==> config.mk <==
export PLATFORM = sky130hd
export DESIGN_NAME = sfu_arbiter
export DESIGN_NICKNAME = d
export VERILOG_FILES = /design/src/rtl/sfu_arbiter.sv
export SDC_FILE = /design/constraint.sdc
export NUM_CORES = 1
export LEC_CHECK = 0
export CORE_UTILIZATION = 34
export DETAILED_ROUTE_END_ITERATION = 12
export PLACE_DENSITY_LB_ADDON = 0.25
export SLEW_MARGIN = 20
export SYNTH_ARGS = -nofsm -noshare
export SYNTH_HDL_FRONTEND = slang
export SYNTH_SLANG_ARGS = --single-unit
==> constraint.sdc <==
create_clock -name clk -period 3.4 [get_ports clk]
set_input_delay 0.68 -clock clk [delete_from_list [all_inputs] [get_ports clk]]
set_output_delay 0.68 -clock clk [all_outputs]
set_load 0.005 [all_outputs]
==> src/rtl/sfu_arbiter.sv <==
// sfu_arbiter: round-robin scheduler that grants the shared SFU to one requester per job,
// feeds its words, routes result beats back and aborts a stalled drain via a watchdog.
module sfu_arbiter #(
  parameter int NUM_REQ = 4,
  parameter int TIMEOUT = 255
) (
  input  logic                    clk,
  input  logic                    rst,
  input  logic [NUM_REQ-1:0]      req_valid,
  input  logic [6*NUM_REQ-1:0]    req_len,
  input  logic [4*NUM_REQ-1:0]    req_mode,
  input  logic [32*NUM_REQ-1:0]   req_data,
  output logic [NUM_REQ-1:0]      req_grant,
  output logic                    req_feed,
  output logic [NUM_REQ-1:0]      rsp_valid,
  output logic [31:0]             rsp_data,
  output logic [NUM_REQ-1:0]      rsp_done,
  output logic [NUM_REQ-1:0]      rsp_err,
  output logic                    sfu_req,
  output logic [5:0]              sfu_cfg_len,
  output logic [3:0]              sfu_cfg_mode,
  output logic [31:0]             sfu_data_in,
  input  logic [31:0]             sfu_data_out,
  input  logic                    sfu_valid_out,
  output logic                    busy
);
  localparam int IW = $clog2(NUM_REQ);
  typedef enum logic [2:0] {IDLE, ISSUE, FEED, DRAIN, DONE} state_t;
  state_t state_q, state_d;
  logic [IW-1:0] idx_q, idx_d, rr_q, rr_d, pick;
  logic [IW:0] pick_c;
  logic [2*NUM_REQ-1:0] dbl;
  logic found, beat, err_q, err_d;
  logic [5:0] len_q, len_d, feed_q, feed_d;
  logic [3:0] mode_q, mode_d;
  logic [6:0] out_q, out_d, len_p1;
  logic [7:0] wd_q, wd_d;
  logic [NUM_REQ-1:0] own, rsp_valid_q;
  logic [31:0] rsp_data_q;
  // Rotating by rr_q turns "first set bit from rr_q upward" into a plain lowest-bit scan.
  assign dbl = {req_valid, req_valid} >> rr_q;
  always_comb begin
    pick_c = '0;
    found = |dbl;
    for (int k = NUM_REQ - 1; k >= 0; k--)
      if (dbl[k]) pick_c = {1'b0, rr_q} + (IW+1)'(k);
    if (pick_c >= (IW+1)'(NUM_REQ)) pick_c = pick_c - (IW+1)'(NUM_REQ);
    pick = pick_c[IW-1:0];
  end
  assign own = {{(NUM_REQ-1){1'b0}}, 1'b1} << idx_q;
  assign len_p1 = {1'b0, len_q} + 7'd1;
  // Beats count in FEED too, but never beyond the expected len+1.
  assign beat = sfu_valid_out && (state_q == FEED || state_q == DRAIN) && out_q < len_p1;
  always_comb begin
    state_d = state_q;
    idx_d = idx_q;
    len_d = len_q;
    mode_d = mode_q;
    rr_d = rr_q;
    feed_d = feed_q;
    out_d = out_q + {6'd0, beat};
    wd_d = wd_q;
    err_d = err_q;
    case (state_q)
      IDLE: if (found) begin
        idx_d = pick;
        len_d = req_len[pick*6 +: 6];
        mode_d = req_mode[pick*4 +: 4];
        state_d = ISSUE;
      end
      ISSUE: state_d = FEED;
      FEED: begin
        feed_d = feed_q + 6'd1;
        if (feed_q == len_q) begin
          feed_d = '0;
          state_d = DRAIN;
        end
      end
      DRAIN: begin
        wd_d = beat ? 8'd0 : wd_q + 8'd1;
        if (out_d == len_p1) state_d = DONE;
        else if (!beat && wd_q == 8'(TIMEOUT - 1)) begin
          err_d = 1'b1;
          state_d = DONE;
        end
      end
      DONE: begin
        rr_d = (idx_q == IW'(NUM_REQ - 1)) ? '0 : idx_q + 1'b1;
        feed_d = '0;
        out_d = '0;
        wd_d = '0;
        err_d = 1'b0;
        state_d = IDLE;
      end
      default: state_d = IDLE;
    endcase
  end
  always_ff @(posedge clk) begin
    if (rst) begin
      state_q <= IDLE;
      idx_q <= '0;
      rr_q <= '0;
      len_q <= '0;
      mode_q <= '0;
      feed_q <= '0;
      out_q <= '0;
      wd_q <= '0;
      err_q <= 1'b0;
      rsp_valid_q <= '0;
      rsp_data_q <= '0;
    end else begin
      state_q <= state_d;
      idx_q <= idx_d;
      rr_q <= rr_d;
      len_q <= len_d;
      mode_q <= mode_d;
      feed_q <= feed_d;
      out_q <= out_d;
      wd_q <= wd_d;
      err_q <= err_d;
      rsp_valid_q <= beat ? own : '0;
      if (beat) rsp_data_q <= sfu_data_out;
    end
  end
  assign busy = state_q != IDLE;
  assign req_grant = busy ? own : '0;
  assign req_feed = state_q == FEED;
  assign sfu_req = state_q == ISSUE;
  assign sfu_data_in = req_feed ? req_data[idx_q*32 +: 32] : '0;
  assign sfu_cfg_len = len_q;
  assign sfu_cfg_mode = mode_q;
  assign rsp_valid = rsp_valid_q;
  assign rsp_data = rsp_data_q;
  assign rsp_done = (state_q == DONE && !err_q) ? own : '0;
  assign rsp_err = (state_q == DONE && err_q) ? own : '0;
endmodule

# After elaboration in Yosys (flattened, before gate mapping)

Index checks and enable logic that the tools add are counted.

Bits in registers: 75
Bits of input ports: 207
Output and inout port bits: 93
Logic and storage cells: 82

Add/subtract/negate cells: 9
Multipliers: 1
Magnitude comparators: 2
Equality and inequality tests: 13
Shifts and indexed selects: 5
Multiplexer cells: 22
Bitwise gates (word level): 1
Reductions and logical operators: 18

Operators with widths:

| operator              | count |
|---|---|
| $shiftx A128 B8 Y32   | 1 |
| $mux W32              | 1 |
| $mux W3               | 8 |
| $shiftx A24 B6 Y6     | 1 |
| $pmux W8 S2           | 1 |
| $shiftx A16 B5 Y4     | 1 |
| $mux W4               | 3 |
| $pmux W3 S4           | 1 |
| $pmux W6 S2           | 1 |
| $add A8 B1 Y8 const B | 1 |
| $eq A8 B8 Y1 const B  | 1 |
| $mux W8               | 1 |
| $reduce_or A8 Y1      | 1 |
| $shr A8 B2 Y8         | 1 |
| $add A6 B1 Y7 const B | 1 |
| $add A7 B1 Y7         | 1 |
| $eq A7 B7 Y1          | 1 |
| $lt A7 B7 Y1          | 1 |
| $add A2 B2 Y3 const B | 2 |
| $add A6 B1 Y6 const B | 1 |
| $eq A3 B2 Y1 const B  | 2 |
| $eq A6 B6 Y1          | 1 |
| $mux W6               | 1 |
| $reduce_and A3 Y1     | 2 |
| other kinds (24)      | 35 |

# Longest topological paths before layout

Gate-level depths: netlist (run 1).

Word-level depth: 9
Depth in mapped cells: 18
Depth with buffers taken out: 17

# Least setup slack after synthesis (run 1)

OpenSTA, ideal clock, no wires.

Path type: reg-to-reg
Start point: register len_q[1] (netlist: sfu_cfg_len[1])
End point: register state_q[2]
Library setup time: 0.073 ns
Arrival: 3.627 ns
Setup slack: -0.299 ns
Stages on the path, launching flop included: 19
Clock period less this slack: 3.699 ns
Cell sequence: dfxtp_1 > ha_1 > nand3_1 > xor2_1 > ha_1 > a21o_1 > a21o_1 > a21oi_1 > nand2_1 > inv_2 > buf_2 > ha_1 > ha_1 > nand2_1 > o21a_1 > o221ai_1 > nand4b_2 > o31ai_1 > nor3b_2

Longest elaborated chain between the ends: 7

Ends and longest elaborated chain:

| element                                                    | line   | source |
|---|---|---|
| start, declared                                            | 34     | `logic [5:0] len_q, len_d, feed_q, feed_d;` |
| start signal, assigned                                     | 115    | `len_q <= len_d;` |
| $add A6 B1 Y7 (*)                                          | 51     | `assign len_p1 = {1'b0, len_q} + 7'd1;` |
| $lt A7 B7 Y1 (*)                                           | 53     | `assign beat = sfu_valid_out && (state_q == FEED \|\| state_q == DRAIN) && out_q < len_p1;` |
| $logic_and A1 B1 Y1 (*)                                    | 53     |  |
| named net beat                                             | 33     | `logic found, beat, err_q, err_d;` |
| $add A7 B1 Y7 / $logic_not A1 Y1 (equally long branches)   | 61, 82 |  |
| $eq A7 B7 Y1 / $logic_and A1 B1 Y1 (equally long branches) | 81, 82 |  |
| $mux W3 / $ne A3 B1 Y1 (equally long branches)             | n/a    |  |
| $pmux W3 S4 / $reduce_and A3 Y1 (equally long branches)    | n/a    |  |
| end signal, assigned                                       | 112    | `state_q <= state_d;` |
| end, declared                                              | 29     | `state_t state_q, state_d;` |

Mark *: on every way through the listed nets, which the timed path passes. The rest lies on a longest branch.
A chain may end at the register's enable or synchronous reset.

# Worst setup path after layout (run 1)

Start point: register len_q[1] (netlist: sfu_cfg_len[1])
End point: register state_q[2]

Longest elaborated chain between the ends: 7

Ends and longest elaborated chain:

| element                                                    | line |
|---|---|
| $add A6 B1 Y7                                              | 51 |
| $lt A7 B7 Y1                                               | 53 |
| $logic_and A1 B1 Y1                                        | 53 |
| $add A7 B1 Y7 / $logic_not A1 Y1 (equally long branches)   | 61, 82 |
| $eq A7 B7 Y1 / $logic_and A1 B1 Y1 (equally long branches) | 81, 82 |
| $mux W3 / $ne A3 B1 Y1 (equally long branches)             | n/a |
| $pmux W3 S4 / $reduce_and A3 Y1 (equally long branches)    | n/a |

Parallel ways exist; a longest one is shown, timed or not.

==> results of run 1 <==
## per-stage QoR
stage          hold WS [ns]  worst slack (ns)   util
2_1_floorplan         0.453            0.0102      -
3_3_place_gp          0.442             0.116  0.581
4_1_cts               0.457            0.0140  0.600
5_1_grt               0.475           -0.0758  0.611
6_report              0.453             0.154  0.612
3_5_place_dp          0.449          -0.00364  0.581
## power by group through the flow
stage	Clock, mW	Sequential [mW]	Combinational (mW)
after global placement	0	1.02	1.06
after global routing	0.935	1.02	1.19
after floorplan	0	1.01	0.504
final	0.873	1.01	1.10
after CTS	0.889	1.01	1.08
after detailed placement	0	1.03	1.07
## sequential cells by signal, indices dropped and copies added, names as in the netlist
register      count
rsp_data         32
sfu_cfg_len       6
err_q             1
rr_q              2
rsp_valid         4
out_q             7
state_q           3
sfu_cfg_mode      4
idx_q             2
feed_q            6
wd_q              8
## critical path: stages (launching register included)
cell                      delay (ns)
sky130_fd_sc_hd__dfxtp_4        0.38
sky130_fd_sc_hd__ha_4           0.15
sky130_fd_sc_hd__nand3_2        0.09
sky130_fd_sc_hd__xor2_2         0.16
sky130_fd_sc_hd__ha_1           0.31
sky130_fd_sc_hd__a21o_1         0.16
sky130_fd_sc_hd__a21o_1         0.18
sky130_fd_sc_hd__a21oi_2        0.15
sky130_fd_sc_hd__nand2_2        0.08
sky130_fd_sc_hd__inv_2          0.09
sky130_fd_sc_hd__ha_4           0.16
sky130_fd_sc_hd__nand2_2        0.09
sky130_fd_sc_hd__o32a_1         0.31
sky130_fd_sc_hd__a221o_1        0.34
sky130_fd_sc_hd__a21oi_4        0.20
sky130_fd_sc_hd__o31ai_4        0.09
sky130_fd_sc_hd__nor3b_2        0.16
## metal layers
layer / wire length [µm] / share of wire
met1: 6790 / 0.37
met2: 9530 / 0.52
met3: 1290 / 0.071
met4: 703 / 0.038
met5: 0 / 0
## cell usage in the layout, fill, tap and decap left out, drive strengths merged, types with 12 or more instances in the layout
cell type	instances
and2	43
inv	12
buf	21
clkdlybuf4s50	298
o21ai	21
mux2i	21
nand3	13
mux4	32
dfxtp	75
nand2	81
nor2	29
ha	16
a21oi	53
## logic make-up (layout without fill, tap and decap cells)
kind of cell,count (synthesis),in the layout,synth area share
XOR/XNOR,21,21,0.0374
AO/OA/AOI/OAI,97,97,0.117
buffers and inverters,49,346,0.0445
adder cells (fa/ha/maj),16,16,0.0407
multiplexers,63,63,0.212
flip-flops,75,75,0.305
AND/OR/NAND/NOR,225,225,0.243
other,0,3,0
## area by class of cell
type | instances | area (µm²)
clock inverters | 6 | 40.0
flip-flops and latches | 75 | 1510
clock buffers | 10 | 229
repair buffers | 319 | 3160
well taps | 180 | 225
multi-input cells | 422 | 3330
diodes | 3 | 7.51
inverters | 11 | 41.3
fillers | 1176 | 5430
## repair_timing
action / in CTS / in global routing
setup endpoints to repair: 2 / 4
endpoints found under the hold margin: 0 / 0
buffers inserted: 0 / 5
pin swaps: 0 / 9
cloned: 0 / 0
gates resized for setup: 2 / 20
hold buffers: 0 / 0
## path summary, 6_finish.rpt
kind	endpoint	startpoint	slack (ns)
max reg2reg	state_q[2]	sfu_cfg_len[1]	0.15
max	state_q[2]	sfu_cfg_len[1]	0.15
min reg2reg	rsp_data[27]	rsp_data[27]	0.45
min	rsp_data[27]	rsp_data[27]	0.45
==> flow_results.xml, run 1 <==
<?xml version="1.0" encoding="UTF-8"?>
<metrics>
  <group name="run_status">
    <metric name="outcome" unit="">completed</metric>
  </group>
  <group name="clock_tree">
    <metric name="cts.clk_slew.worst_paths" unit="ns">0.06</metric>
    <metric name="clock_latency" unit="ns">0.33</metric>
    <metric name="tritoncts.num_buffers" unit="">9</metric>
    <metric name="clock-root-buffer" unit="">sky130_fd_sc_hd__clkbuf_16</metric>
    <metric name="tritoncts_num_sinks" unit="">75</metric>
    <metric name="cts_htree_levels" unit="">3</metric>
    <metric name="cts_tree" unit="">built</metric>
    <metric name="cts_max_path_buffers" unit="">2</metric>
  </group>
  <group name="yosys">
    <metric name="synthMostInstantiatedCell" unit="">sky130_fd_sc_hd__nand2_1</metric>
    <metric name="synthesis.nets" unit="">769</metric>
    <metric name="synth-warning-count" unit="">0</metric>
    <metric name="synth.largest_area_cell" unit="">sky130_fd_sc_hd__dfxtp_1</metric>
    <metric name="netlist_area" unit="mm²">0.00492</metric>
    <metric name="synth_enable_flop_cells" unit="">0</metric>
    <metric name="seq_area_frac_synth" unit="">0.305</metric>
    <metric name="syn-instance-count" unit="">546</metric>
    <metric name="ys_seq_elements" unit="">75</metric>
    <metric name="yosysTopAreaCellShare" unit="">0.305</metric>
    <metric name="synth_cell_types" unit="">56</metric>
    <metric name="synth_flop_cell" unit="">sky130_fd_sc_hd__dfxtp_1</metric>
    <metric name="synth.avg_cell_area" unit="µm²">9.01</metric>
    <metric name="synth.area.top_cells" unit="">sky130_fd_sc_hd__dfxtp_1 31%, sky130_fd_sc_hd__mux4_2 15%, sky130_fd_sc_hd__nand2_1 6.2%</metric>
    <metric name="async_reset_ff_frac" unit="">0</metric>
    <metric name="post_synth_most_frequent_cells" unit="">81 x sky130_fd_sc_hd__nand2_1, 75 x sky130_fd_sc_hd__dfxtp_1, 52 x sky130_fd_sc_hd__a21oi_1</metric>
  </group>
  <group name="setup_path">
    <metric name="startpoint_type" unit="">register</metric>
    <metric name="worst_ep_required_time" unit="ns">3.60</metric>
    <metric name="cp.arrival" unit="ns">3.44</metric>
    <metric name="crit_fanout" unit="">5</metric>
    <metric name="setup.worst_path.class" unit="">reg -&gt; reg</metric>
    <metric name="cp-end-kind" unit="">register</metric>
    <metric name="worstRegToRegCells" unit="">16</metric>
  </group>
  <group name="detailed_routing">
    <metric name="routed-via-count" unit="">5261</metric>
    <metric name="number_of_violations_reported_at_the_end_of_detailed_routing_iteration_0" unit="">188</metric>
    <metric name="detail_route.drc_violations" unit="">0</metric>
    <metric name="detail_route.vias_per_cell" unit="">5.13</metric>
    <metric name="wl_per_cell" unit="µm">17.9</metric>
    <metric name="aggregate_routed_wire_length" unit="mm">18.3</metric>
    <metric name="ant_nets" unit="">0</metric>
    <metric name="1st_pass_router_iterations" unit="">4</metric>
  </group>
  <group name="place">
    <metric name="place.detailed.hpwl" unit="mm">14.4</metric>
    <metric name="dpl_cell_area" unit="mm²">0.00812</metric>
    <metric name="placement.io_buffers" unit="">299</metric>
    <metric name="globalplace.congestion" unit="">0.895</metric>
    <metric name="numPlacedInstances" unit="">1002</metric>
  </group>
  <group name="final_layout">
    <metric name="finalInstanceArea" unit="mm²">0.00855</metric>
    <metric name="final-instance-count-excl-fill" unit="">1026</metric>
    <metric name="area_growth" unit="%">74.0</metric>
    <metric name="layout-drive-gt1-share" unit="">0.141</metric>
    <metric name="fin_nets" unit="">1061</metric>
  </group>
  <group name="min_path">
    <metric name="whs_path_depth" unit="">2</metric>
    <metric name="hold_path_class" unit="">reg -&gt; reg</metric>
  </group>
  <group name="floorplanning">
    <metric name="die_width" unit="µm">122</metric>
    <metric name="num_io_pins" unit="">300</metric>
    <metric name="dieArea" unit="mm²">0.0149</metric>
    <metric name="rows" unit="">43</metric>
    <metric name="height_of_the_chip" unit="µm">122</metric>
    <metric name="core_outline_area" unit="mm²">0.0140</metric>
    <metric name="start_util" unit="">0.352</metric>
  </group>
  <group name="pwr">
    <metric name="cellPowerDensity" unit="mW/mm²">349</metric>
    <metric name="total_leakage_power" unit="nW">3.15</metric>
    <metric name="internal_portion_of_total_power" unit="mW">2.11</metric>
    <metric name="switchingPower" unit="mW">0.881</metric>
    <metric name="worst_ir_drop_vdd" unit="mV">0.233</metric>
    <metric name="power.combinational.fraction" unit="">0.369</metric>
    <metric name="seq_power_share" unit="">0.339</metric>
    <metric name="power.switching_fraction" unit="">0.295</metric>
    <metric name="design_power_total" unit="mW">2.99</metric>
    <metric name="clkPwrFrac" unit="">0.292</metric>
  </group>
  <group name="sta">
    <metric name="worstMarginPinSlew" unit="ns">0.686</metric>
    <metric name="post-route-period-util" unit="">0.955</metric>
    <metric name="setup_viol" unit="">0</metric>
    <metric name="count_of_final_max_slew_check_failures" unit="">0</metric>
    <metric name="hold_viol" unit="">0</metric>
    <metric name="timing.clock.skew" unit="ns">0.00700</metric>
    <metric name="layout_min_cycle_time" unit="ns">3.25</metric>
    <metric name="fmax" unit="MHz">308</metric>
    <metric name="max-slew-margin-rel" unit="">0.540</metric>
    <metric name="tns" unit="ns">0</metric>
  </group>
  <group name="global_route">
    <metric name="grtUsageMet2" unit="">0.420</metric>
    <metric name="met1_usage" unit="">0.246</metric>
    <metric name="grt_antenna_before_repair" unit="">2</metric>
    <metric name="groute.usage.overall" unit="">0.230</metric>
    <metric name="gr-total-overflow" unit="">0</metric>
    <metric name="wire_length_of_the_first_global_routing_pass" unit="mm">26.4</metric>
    <metric name="gr-max-usage-layer" unit="">met2</metric>
    <metric name="largest_net_degree_at_the_start_of_global_routing" unit="">40</metric>
    <metric name="via_count_of_the_first_global_routing_pass" unit="">5090</metric>
    <metric name="global_route.usage.met3" unit="">0.0562</metric>
  </group>
  <group name="flow_run">
    <metric name="cap_violations" unit="">0</metric>
  </group>
</metrics>
(Power assumes the default switching activity.)
==> run 2, diff against run 1 <==
- CAP_MARGIN: not set -> 20
==> results of run 2 <==
Same layout as run 1: the final DEF is identical, and so are final timing and power.
==> run 3, diff against run 2 <==
- CAP_MARGIN: 20 -> 15
- PLACE_DENSITY_LB_ADDON: 0.25 -> 0.1
==> run 3 against run 2 <==
  * Sequential cell count stayed put
  * Register-to-register slack got worse by 0.02 ns
  * Largest power group unchanged
  * Critical path type unchanged
  * Clock skew is 0.00075 ns higher
  * Power rose by 2.0%
==> flow_results.xml, run 3 (synthesis gave the netlist of run 1 again) <==
<?xml version="1.0" encoding="UTF-8"?>
<metrics>
  <group name="global_route">
    <metric name="wire_length_of_the_first_global_routing_pass" unit="mm">27.8</metric>
    <metric name="grt_antenna_before_repair" unit="">4</metric>
    <metric name="groute.usage.overall" unit="">0.246</metric>
    <metric name="gr-total-overflow" unit="">0</metric>
    <metric name="via_count_of_the_first_global_routing_pass" unit="">5130</metric>
    <metric name="largest_net_degree_at_the_start_of_global_routing" unit="">40</metric>
  </group>
  <group name="min_path">
    <metric name="hold_path_class" unit="">reg -&gt; reg</metric>
  </group>
  <group name="pwr">
    <metric name="total_leakage_power" unit="nW">3.15</metric>
    <metric name="design_power_total" unit="mW">3.05</metric>
    <metric name="worst_ir_drop_vdd" unit="mV">0.318</metric>
    <metric name="cellPowerDensity" unit="mW/mm²">356</metric>
  </group>
  <group name="run_status">
    <metric name="outcome" unit="">completed</metric>
  </group>
  <group name="clock_tree">
    <metric name="clock-root-buffer" unit="">sky130_fd_sc_hd__clkbuf_16</metric>
    <metric name="cts_max_path_buffers" unit="">2</metric>
    <metric name="tritoncts.num_buffers" unit="">9</metric>
    <metric name="clock_latency" unit="ns">0.33</metric>
    <metric name="cts_htree_levels" unit="">3</metric>
    <metric name="cts.clk_slew.worst_paths" unit="ns">0.06</metric>
    <metric name="cts_tree" unit="">built</metric>
    <metric name="tritoncts_num_sinks" unit="">75</metric>
  </group>
  <group name="sta">
    <metric name="fmax" unit="MHz">306</metric>
    <metric name="layout_setup_ws" unit="ns">0.134</metric>
    <metric name="tns" unit="ns">0</metric>
    <metric name="post-route-period-util" unit="">0.961</metric>
    <metric name="max-slew-margin-rel" unit="">0.545</metric>
    <metric name="count_of_final_max_slew_check_failures" unit="">0</metric>
    <metric name="worstMarginPinSlew" unit="ns">0.679</metric>
    <metric name="timing.clock.skew" unit="ns">0.00776</metric>
    <metric name="layout_min_cycle_time" unit="ns">3.27</metric>
    <metric name="hold_viol" unit="">0</metric>
    <metric name="setup_viol" unit="">0</metric>
  </group>
  <group name="place">
    <metric name="place.detailed.hpwl" unit="mm">15.6</metric>
    <metric name="dpl_worst_slack" unit="ns">-0.00416</metric>
    <metric name="numPlacedInstances" unit="">1004</metric>
    <metric name="placement.io_buffers" unit="">299</metric>
    <metric name="globalplace.congestion" unit="">0.832</metric>
  </group>
  <group name="detailed_routing">
    <metric name="detail_route.drc_violations" unit="">0</metric>
    <metric name="ant_nets" unit="">0</metric>
    <metric name="1st_pass_router_iterations" unit="">4</metric>
    <metric name="wl_per_cell" unit="µm">19.1</metric>
    <metric name="aggregate_routed_wire_length" unit="mm">19.5</metric>
    <metric name="number_of_violations_reported_at_the_end_of_detailed_routing_iteration_0" unit="">164</metric>
    <metric name="routed-via-count" unit="">5246</metric>
    <metric name="detail_route.vias_per_cell" unit="">5.13</metric>
  </group>
  <group name="final_layout">
    <metric name="layout-drive-gt1-share" unit="">0.138</metric>
    <metric name="most_common_cell_after_layout_fill_and_taps_aside" unit="">sky130_fd_sc_hd__clkdlybuf4s50_1</metric>
    <metric name="fin_util" unit="">0.612</metric>
    <metric name="count_of_filler_cells_inserted_in_the_layout" unit="">1187</metric>
    <metric name="area.sequential" unit="mm²">0.00151</metric>
    <metric name="multi_input_area" unit="mm²">0.00333</metric>
    <metric name="area_growth" unit="%">74.0</metric>
    <metric name="fin_nets" unit="">1060</metric>
    <metric name="largest_register_ffs" unit="">32</metric>
    <metric name="final_cell_mix" unit="">298 x sky130_fd_sc_hd__clkdlybuf4s50_1, 79 x sky130_fd_sc_hd__nand2_1, 69 x sky130_fd_sc_hd__dfxtp_1, 51 x sky130_fd_sc_hd__a21oi_1, 43 x sky130_fd_sc_hd__and2_1</metric>
    <metric name="final-instance-count-excl-fill" unit="">1023</metric>
  </group>
  <group name="floorplanning">
    <metric name="height_of_the_chip" unit="µm">122</metric>
    <metric name="num_io_pins" unit="">300</metric>
    <metric name="dieArea" unit="mm²">0.0149</metric>
    <metric name="rows" unit="">43</metric>
    <metric name="core_outline_area" unit="mm²">0.0140</metric>
    <metric name="die_width" unit="µm">122</metric>
    <metric name="start_util" unit="">0.352</metric>
  </group>
  <group name="flow_run">
    <metric name="cap_violations" unit="">0</metric>
  </group>
  <group name="setup_path">
    <metric name="worst_ep_required_time" unit="ns">3.59</metric>
    <metric name="startpoint_type" unit="">register</metric>
    <metric name="cp-end-kind" unit="">register</metric>
    <metric name="crit_fanout" unit="">5</metric>
    <metric name="cp.arrival" unit="ns">3.46</metric>
    <metric name="setup.worst_path.class" unit="">reg -&gt; reg</metric>
  </group>
</metrics>
## run 3: changes by cell type in the layout (fill, tap and decap cells not counted), sizes merged
| cell | previous run | this run |
|---|---|---|
| clkinv | 4 | 3 |
| inv | 12 | 11 |
| bufinv | 0 | 1 |
| buf | 21 | 20 |
| clkbuf | 10 | 9 |
## run 3: repair_timing
item | in CTS | in global routing
endpoints found under the setup margin | 3 | 4
hold buffers | 0 | 0
pin swaps | 0 | 6
gates resized for setup | 2 | 18
setup buffers | 1 | 1
hold endpoints to repair | 0 | 0
## run 3: cell type report
type	count	share of cell area
tap	180	0.0263
sequential	75	0.177
clock inverter	5	0.00658
antenna	3	0.000878
timing repair buffer	318	0.369
clock buffer	9	0.0263
multi-input combinational	422	0.389
inverter	11	0.00483
## run 3: final timing paths
check | start | endpoint | slack, ns | cells after the start
setup / recovery | sfu_cfg_len[1] | state_q[2] | 0.13 | 16
setup reg to reg | sfu_cfg_len[1] | state_q[2] | 0.13 | 16
hold reg to reg | rsp_data[12] | rsp_data[12] | 0.45 | 2
hold / removal | rsp_data[12] | rsp_data[12] | 0.45 | 2
## run 3: stage by stage
step           hold WS (ns)  instance area, µm²
6_report              0.454                8550
5_1_grt               0.471                8550
4_1_cts               0.456                8440
3_5_place_dp          0.449                8140
3_3_place_gp          0.442                8140
2_1_floorplan         0.453                4950
## run 3: layer usage
layer,track usage,share of wire,up-vias
met5,0,0.00067,-
li1,-,-,2518
met4,0.127,0.037,2
met2,0.460,0.53,167
met1,0.255,0.36,2519
met3,0.0544,0.065,40
## run 3: worst max-delay path: stages (launching register included)
cell	delay (ns)
sky130_fd_sc_hd__dfxtp_4	0.37
sky130_fd_sc_hd__ha_4	0.15
sky130_fd_sc_hd__nand3_1	0.12
sky130_fd_sc_hd__xor2_2	0.18
sky130_fd_sc_hd__ha_1	0.29
sky130_fd_sc_hd__a21o_1	0.16
sky130_fd_sc_hd__a21o_1	0.18
sky130_fd_sc_hd__a21oi_2	0.16
sky130_fd_sc_hd__nand2_2	0.08
sky130_fd_sc_hd__inv_2	0.10
sky130_fd_sc_hd__ha_4	0.16
sky130_fd_sc_hd__nand2_2	0.09
sky130_fd_sc_hd__o32a_1	0.31
sky130_fd_sc_hd__a221o_1	0.34
sky130_fd_sc_hd__a21oi_4	0.19
sky130_fd_sc_hd__o31ai_4	0.09
sky130_fd_sc_hd__nor3b_2	0.15
## run 3: power breakdown
part	internal, mW	switching, mW
Sequential	0.945	0.0680
Combinational	0.674	0.441
Clock	0.558	0.362
Total	2.18	0.871
